**src/rtl/dmc_pkg.sv**
```systemverilog
// Shared definitions for the data-memory copier: FSM state encoding, bus byte masks, word size.
package dmc_pkg;

  typedef enum logic [2:0] {
    ST_IDLE,
    ST_RD_REQ,
    ST_RD_WAIT,
    ST_WR_REQ,
    ST_WR_WAIT,
    ST_FINISH
  } dmc_state_t;

  localparam logic [3:0] MASK_WORD  = 4'b1111;
  localparam logic [3:0] MASK_NONE  = 4'b0000;
  localparam int         WORD_BYTES = 4;

  function automatic logic addr_aligned(input logic [1:0] lsbs);
    return lsbs == 2'b00;
  endfunction

endpackage

```
**src/rtl/data_mem_copier.sv**
```systemverilog
// Word-by-word memory copier acting as a requester on the data-memory bus (read, then write, per word).
// Optional running checksum of copied words: define DATA_MEM_COPIER_CHECKSUM_EN.
module data_mem_copier
  import dmc_pkg::*;
#(
  parameter int CNT_W  = 16,
  parameter int ADDR_W = 32
) (
  input  logic              clk,
  input  logic              rst_n,
  input  logic              start,
  input  logic [ADDR_W-1:0] src_addr,
  input  logic [ADDR_W-1:0] dst_addr,
  input  logic [CNT_W-1:0]  word_count,
  input  logic              bus_gnt,
  output logic              busy,
  output logic              done,
  output logic              err,
  output logic [31:0]       checksum,
  output logic [ADDR_W-1:0] mem_addr,
  output logic [31:0]       mem_wr_data,
  output logic              mem_memwrite,
  output logic              mem_memread,
  output logic [3:0]        mem_sign_mask,
  input  logic [31:0]       mem_read_data,
  input  logic              mem_clk_stall
);

  localparam logic [ADDR_W-1:0] ADDR_STEP = ADDR_W'(WORD_BYTES);

  dmc_state_t        state_reg, state_next;
  logic [ADDR_W-1:0] src_reg, src_next;
  logic [ADDR_W-1:0] dst_reg, dst_next;
  logic [ADDR_W-1:0] addr_reg, addr_next;
  logic [CNT_W-1:0]  remaining_reg, remaining_next;
  logic [31:0]       data_reg, data_next;
  logic [31:0]       wr_data_reg, wr_data_next;
  logic [3:0]        mask_reg, mask_next;
  logic              busy_reg, busy_next;
  logic              done_reg, done_next;
  logic              err_reg, err_next;
  logic              rd_reg, rd_next;
  logic              wr_reg, wr_next;

`ifdef DATA_MEM_COPIER_CHECKSUM_EN
  logic [31:0]       checksum_reg, checksum_next;
  assign checksum = checksum_reg;
`else
  assign checksum = 32'h0;
`endif

  assign busy          = busy_reg;
  assign done          = done_reg;
  assign err           = err_reg;
  assign mem_addr      = addr_reg;
  assign mem_wr_data   = wr_data_reg;
  assign mem_memwrite  = wr_reg;
  assign mem_memread   = rd_reg;
  assign mem_sign_mask = mask_reg;

  // All bus outputs are registered: each is set on the edge that leaves the requesting state.
  always_comb begin
    state_next     = state_reg;
    src_next       = src_reg;
    dst_next       = dst_reg;
    addr_next      = addr_reg;
    remaining_next = remaining_reg;
    data_next      = data_reg;
    wr_data_next   = wr_data_reg;
    mask_next      = mask_reg;
    busy_next      = busy_reg;
    done_next      = 1'b0;
    err_next       = 1'b0;
    rd_next        = rd_reg;
    wr_next        = wr_reg;
`ifdef DATA_MEM_COPIER_CHECKSUM_EN
    checksum_next  = checksum_reg;
`endif
    case (state_reg)
      ST_IDLE: begin
        if (start) begin
          if (!(addr_aligned(src_addr[1:0]) && addr_aligned(dst_addr[1:0]))) begin
            err_next = 1'b1;
          end else begin
`ifdef DATA_MEM_COPIER_CHECKSUM_EN
            checksum_next = 32'h0;
`endif
            if (word_count == '0) begin
              state_next = ST_FINISH;
            end else begin
              src_next       = src_addr;
              dst_next       = dst_addr;
              remaining_next = word_count;
              busy_next      = 1'b1;
              state_next     = ST_RD_REQ;
            end
          end
        end
      end
      ST_RD_REQ: begin
        if (bus_gnt) begin
          rd_next    = 1'b1;
          addr_next  = src_reg;
          mask_next  = MASK_WORD;
          state_next = ST_RD_WAIT;
        end
      end
      ST_RD_WAIT: begin
        if (!mem_clk_stall) begin
          data_next  = mem_read_data;
          rd_next    = 1'b0;
          mask_next  = MASK_NONE;
          state_next = ST_WR_REQ;
`ifdef DATA_MEM_COPIER_CHECKSUM_EN
          checksum_next = checksum_reg + mem_read_data;
`endif
        end
      end
      ST_WR_REQ: begin
        // Grant is only arbitrated before the read; the write follows unconditionally.
        wr_next      = 1'b1;
        addr_next    = dst_reg;
        wr_data_next = data_reg;
        mask_next    = MASK_WORD;
        state_next   = ST_WR_WAIT;
      end
      ST_WR_WAIT: begin
        if (!mem_clk_stall) begin
          wr_next        = 1'b0;
          mask_next      = MASK_NONE;
          src_next       = src_reg + ADDR_STEP;
          dst_next       = dst_reg + ADDR_STEP;
          remaining_next = remaining_reg - CNT_W'(1);
          state_next     = (remaining_reg == CNT_W'(1)) ? ST_FINISH : ST_RD_REQ;
        end
      end
      ST_FINISH: begin
        done_next  = 1'b1;
        busy_next  = 1'b0;
        state_next = ST_IDLE;
      end
      default: begin
        state_next = ST_IDLE;
      end
    endcase
  end

  always_ff @(posedge clk) begin
    if (!rst_n) begin
      state_reg     <= ST_IDLE;
      src_reg       <= '0;
      dst_reg       <= '0;
      addr_reg      <= '0;
      remaining_reg <= '0;
      data_reg      <= '0;
      wr_data_reg   <= '0;
      mask_reg      <= MASK_NONE;
      busy_reg      <= 1'b0;
      done_reg      <= 1'b0;
      err_reg       <= 1'b0;
      rd_reg        <= 1'b0;
      wr_reg        <= 1'b0;
`ifdef DATA_MEM_COPIER_CHECKSUM_EN
      checksum_reg  <= 32'h0;
`endif
    end else begin
      state_reg     <= state_next;
      src_reg       <= src_next;
      dst_reg       <= dst_next;
      addr_reg      <= addr_next;
      remaining_reg <= remaining_next;
      data_reg      <= data_next;
      wr_data_reg   <= wr_data_next;
      mask_reg      <= mask_next;
      busy_reg      <= busy_next;
      done_reg      <= done_next;
      err_reg       <= err_next;
      rd_reg        <= rd_next;
      wr_reg        <= wr_next;
`ifdef DATA_MEM_COPIER_CHECKSUM_EN
      checksum_reg  <= checksum_next;
`endif
    end
  end

endmodule

```
**config.mk**
```make
export PLATFORM = sky130hd
export DESIGN_NAME = data_mem_copier
export DESIGN_NICKNAME = d
export VERILOG_FILES = /design/src/rtl/dmc_pkg.sv /design/src/rtl/data_mem_copier.sv
export SDC_FILE = /design/constraint.sdc
export NUM_CORES = 1
export LEC_CHECK = 0
export CORE_MARGIN = 5
export CORE_UTILIZATION = 50
export DETAILED_ROUTE_END_ITERATION = 12
export MAX_ROUTING_LAYER = met4
export PLACE_DENSITY = 0.92
export SKIP_LAST_GASP = 1
export SLEW_MARGIN = 5
export SYNTH_ARGS = -nofsm -noshare
export SYNTH_HDL_FRONTEND = slang
export SYNTH_SLANG_ARGS = --single-unit
export TNS_END_PERCENT = 10
```
**constraint.sdc**
```tcl
create_clock -name clk -period 2.25 [get_ports clk]
set_input_delay 0.3375 -clock clk [delete_from_list [all_inputs] [get_ports clk]]
set_output_delay 0.3375 -clock clk [all_outputs]
set_load 0.01 [all_outputs]
```
==> results.md <==
- The relative contribution of the clock network to total power is 0.436.
- Internal power comes to between 5 and 6 mW.
- The CTS buffer count is 17.
- The first global-routing pass estimated 45900 um of wire.
- In this run the worst hold path is classified as in2reg.
- The worst hold path passes through 3 cells.
- After layout, the minimum clock period comes to between 2000 and 2500 ps.
- The share of power burned in registers is 0.483.
- The final wirelength is roughly 29000 um.
- The die footprint is 21300 um2.
- The max-cap violation count is 0.
- Setup repair after global routing left no endpoint under its margin.
- The first routing iteration left approximately 1100 violations.
- The via density per instance is between 6 and 7.
- Leaving out fill and tap cells, the most frequent cells in the layout are sky130_fd_sc_hd__nand2_1 (293), sky130_fd_sc_hd__clkdlybuf4s50_1 (189), sky130_fd_sc_hd__dfxtp_1 (185), sky130_fd_sc_hd__a21oi_1 (160), sky130_fd_sc_hd__nor2_1 (97).
- Across all layers, the routed design uses ~10000 vias.
- Clock-pin slew was measured on the worst setup and hold paths at about 80 ps.
- The most common cell after layout, fill and taps aside is sky130_fd_sc_hd__nand2_1.
- The first element of the critical path is dst_reg[19].
- The fraction of power spent switching nets is 0.261.
- The core region is approximately 18000 um2.
- The via count of the first global-routing pass is about 9400.
- The power per cell area is around 570 nW/um2.
- Measured in cells, the most critical reg-to-reg path has a length of 5.
- Once detail routing completed, the nets flagged for antenna violations numbered 0.
- Summed over all layers, the global routing overflow is 0.
- The total DRC errors in the routed layout is 0.
- The number of enable flip-flop cells after synthesis is 0.
- Dividing the final minimum period by the clock period gives 0.923.
- Post-CTS repair changed the size of 0 cells.
- The share of the Yosys chip area taken by registers is 0.400.
- In the final layout, the share of cells above drive strength 1 is 0.0787.
- The H-tree depth is 4.
- Prior to clock tree synthesis, the placed netlist has a worst setup slack of -208 ps.
- The number of warning messages in the yosys log is 0.
- In the synthesized netlist the dominant register cell turns out to be sky130_fd_sc_hd__dfxtp_1.
- The count of standard-cell rows is slightly below 50.
- The setup violation total in the final timing report is 0.
- At the later pin of the worst-skew pair, clock insertion delay measures roughly 440 ps.
- The unique cell type count in the Yosys netlist is 66.
- Post-CTS timing repair inserted 0 buffers for setup.
- The first detailed-routing pass ran for 6 iterations.
- The die extent in y is around 150 um.
- The number of antenna violations at the first check in global routing came to 1.
- The final clock skew is ~12 ps.
- The share of synthesized flip-flops with an asynchronous set or reset is 0.
- Across all hold checks on the routed design, the worst slack comes to 436 ps.
- TritonCTS built the clock tree.
- The initial core utilization is 0.512.
- The routed length per placed instance is ~17 um.
- The flow ran to the end, and the final reports show no timing, DRC or antenna violations.
- Across every metal layer, demand over resource in global routing totals 0.265.
- The startpoint type of the worst setup path is a register.
- The final-stage net count is between 1500 and 2000.
- The reported net switching power is 1.80 mW.
- The cell at the root of the clock tree is sky130_fd_sc_hd__clkbuf_16.
- The power consumption is ~7 mW.
- The worst setup slack for register-to-register paths is between 150 and 200 ps.
- The maximum fanout along the worst path is 7.
- The data arrival time of the critical path is approximately 2400 ps.
- The floorplan step set the die width to around 150 um.
- The CTS sink count is ~190.
- The cell area after synthesis is between 9000 and 10000 um2.
- The final hold violation count is 0.
- The average instance area after synthesis is 7.42 um2.
- After clock tree synthesis, the flow added hold-fix buffers numbering 0.
- In the synthesized netlist, the number of instances is ~1200.
- The area of all placed cells without fillers is between 10000 and 15000 um2.
- STA classifies the critical path endpoint as a register.
- The wire-length estimate of the detail-placed layout is slightly below 20000 um.
- The share of total power dissipated in combinational logic is 0.081.
- The flip-flop and latch count after synthesis is 185.
- In this run the tool buffered the top-level ports with between 150 and 200 buffer cells.
- The number of I/O pins is between 200 and 250.
- The leakage power is between 4 and 5 nW.
- The worst setup path is of the reg2reg kind.
- After detailed placement, the total cell area comes to ~12000 um2.
- The end point of the critical path is dst_reg[31].
- The number of pins with negative max-slew slack in the final report came to 0.
- Headroom to the max-slew limit came out at 0.572.
- The worst register-to-register path begins at dst_reg[19].
- Counting along the longest clock path gives a buffer depth of 2.
- IR analysis of the VDD net gives a maximum drop of slightly above 0.6 mV.
- The final weighted congestion in routability-driven placement is ~0.9.
- The pin count of the biggest net entering global routing is 71.
- The worst reg2reg path endpoint is dst_reg[31].
- At the pin with the least slew margin, the transition time is between 600 and 700 ps.
- Compared with the post-synthesis result, the final layout area differs by 30.9%.
- The final worst-path setup slack is between 150 and 200 ps.
- The worst endpoint required time is about 2600 ps.
- The fmax is 481 MHz.
[stage by stage]
step | instances | setup TNS, ps | utilization
floorplan | 1279 | 0 | -
global placement | 1621 | -984 | 0.636
detailed placement | 1621 | -3670 | 0.636
CTS | 1653 | 0 | 0.669
global route | 1654 | 0 | 0.670
finish | 1656 | 0 | 0.670
[power groups by stage]
stage	combinational (mW)	sequential (mW)	clock [mW]
2_1_floorplan	0.261	3.41	0
3_3_place_gp	0.539	3.41	0
3_5_place_dp	0.547	3.41	0
4_1_cts	0.551	3.34	3.04
5_1_grt	0.597	3.34	3.18
6_report	0.557	3.34	3.02
[routing by layer]
metal | vias to the layer above | part of all wire | global-route usage
met5 | - | 0 | -
met4 | 0 | 0.028 | 0.101
met3 | 87 | 0.10 | 0.0672
met2 | 604 | 0.48 | 0.429
met1 | 4628 | 0.39 | 0.321
li1 | 4704 | - | -
[cells by family after synthesis]
kind of cell             synth area share
flip-flops                          0.400
AND/OR/NAND/NOR                     0.265
AO/OA/AOI/OAI                       0.248
adder cells (fa/ha/maj)           0.00649
buffers and inverters              0.0786
multiplexers                      0.00108
other                            0.000405
[synthesized netlist by cell type, types with 3 or more instances]
cell type,n,area [um2]
sky130_fd_sc_hd__a211oi_1,13,97.6
sky130_fd_sc_hd__a21o_1,12,90.1
sky130_fd_sc_hd__a21oi_1,160,801
sky130_fd_sc_hd__a311oi_1,32,280
sky130_fd_sc_hd__a31oi_1,15,93.8
sky130_fd_sc_hd__a32o_1,8,80.1
sky130_fd_sc_hd__and2_0,5,31.3
sky130_fd_sc_hd__and2_1,7,43.8
sky130_fd_sc_hd__and3_1,9,56.3
sky130_fd_sc_hd__and4_1,6,52.6
sky130_fd_sc_hd__buf_2,30,150
sky130_fd_sc_hd__buf_4,37,278
sky130_fd_sc_hd__clkbuf_1,65,244
sky130_fd_sc_hd__dfxtp_1,185,3700
sky130_fd_sc_hd__ha_1,4,50.1
sky130_fd_sc_hd__inv_1,12,45.0
sky130_fd_sc_hd__nand2_1,293,1100
sky130_fd_sc_hd__nand2b_1,4,25.0
sky130_fd_sc_hd__nand3_1,23,115
sky130_fd_sc_hd__nand4_1,27,169
sky130_fd_sc_hd__nor2_1,97,364
sky130_fd_sc_hd__nor3_1,26,130
sky130_fd_sc_hd__nor3_2,4,40.0
sky130_fd_sc_hd__nor3b_1,5,37.5
sky130_fd_sc_hd__nor4_1,12,75.1
sky130_fd_sc_hd__o21a_1,3,22.5
sky130_fd_sc_hd__o21ai_0,65,325
sky130_fd_sc_hd__o221a_2,5,56.3
sky130_fd_sc_hd__o22ai_1,12,75.1
sky130_fd_sc_hd__o31a_1,12,105
sky130_fd_sc_hd__o31ai_1,7,52.6
sky130_fd_sc_hd__o32ai_1,3,26.3
sky130_fd_sc_hd__o41ai_1,3,26.3
sky130_fd_sc_hd__or4_1,4,30.0
[critical path, cell delays in order (launching register included)]
cell and delay, ps:
sky130_fd_sc_hd__dfxtp_1 480, sky130_fd_sc_hd__nand4_1 270, sky130_fd_sc_hd__nor4_1 610, sky130_fd_sc_hd__nand4_1 220
sky130_fd_sc_hd__o31ai_1 290, sky130_fd_sc_hd__o2bb2ai_1 140
[area by class of cell]
type                            instances  area, um2
Antenna cell                            3       7.51
Clock buffer                           17        425
Clock inverter                         15        174
Fill cell                            1430       5970
Inverter                               14       55.1
Multi-Input combinational cell        947       4980
Sequential cell                       185       3700
Tap cell                              229        287
Timing Repair Buffer                  246       2480
[worst min path at each step]
stage / startpoint / endpoint / slack, ps
finish: mem_read_data[21] / data_reg[21] / 440
global route: mem_read_data[4] / data_reg[4] / 430
CTS: mem_read_data[21] / data_reg[21] / 430
detailed placement: data_reg[23] / mem_wr_data[23] / 440
global placement: data_reg[5] / mem_wr_data[5] / 440
floorplan: data_reg[0] / mem_wr_data[0] / 430
Power figures use the tool's default switching activity.
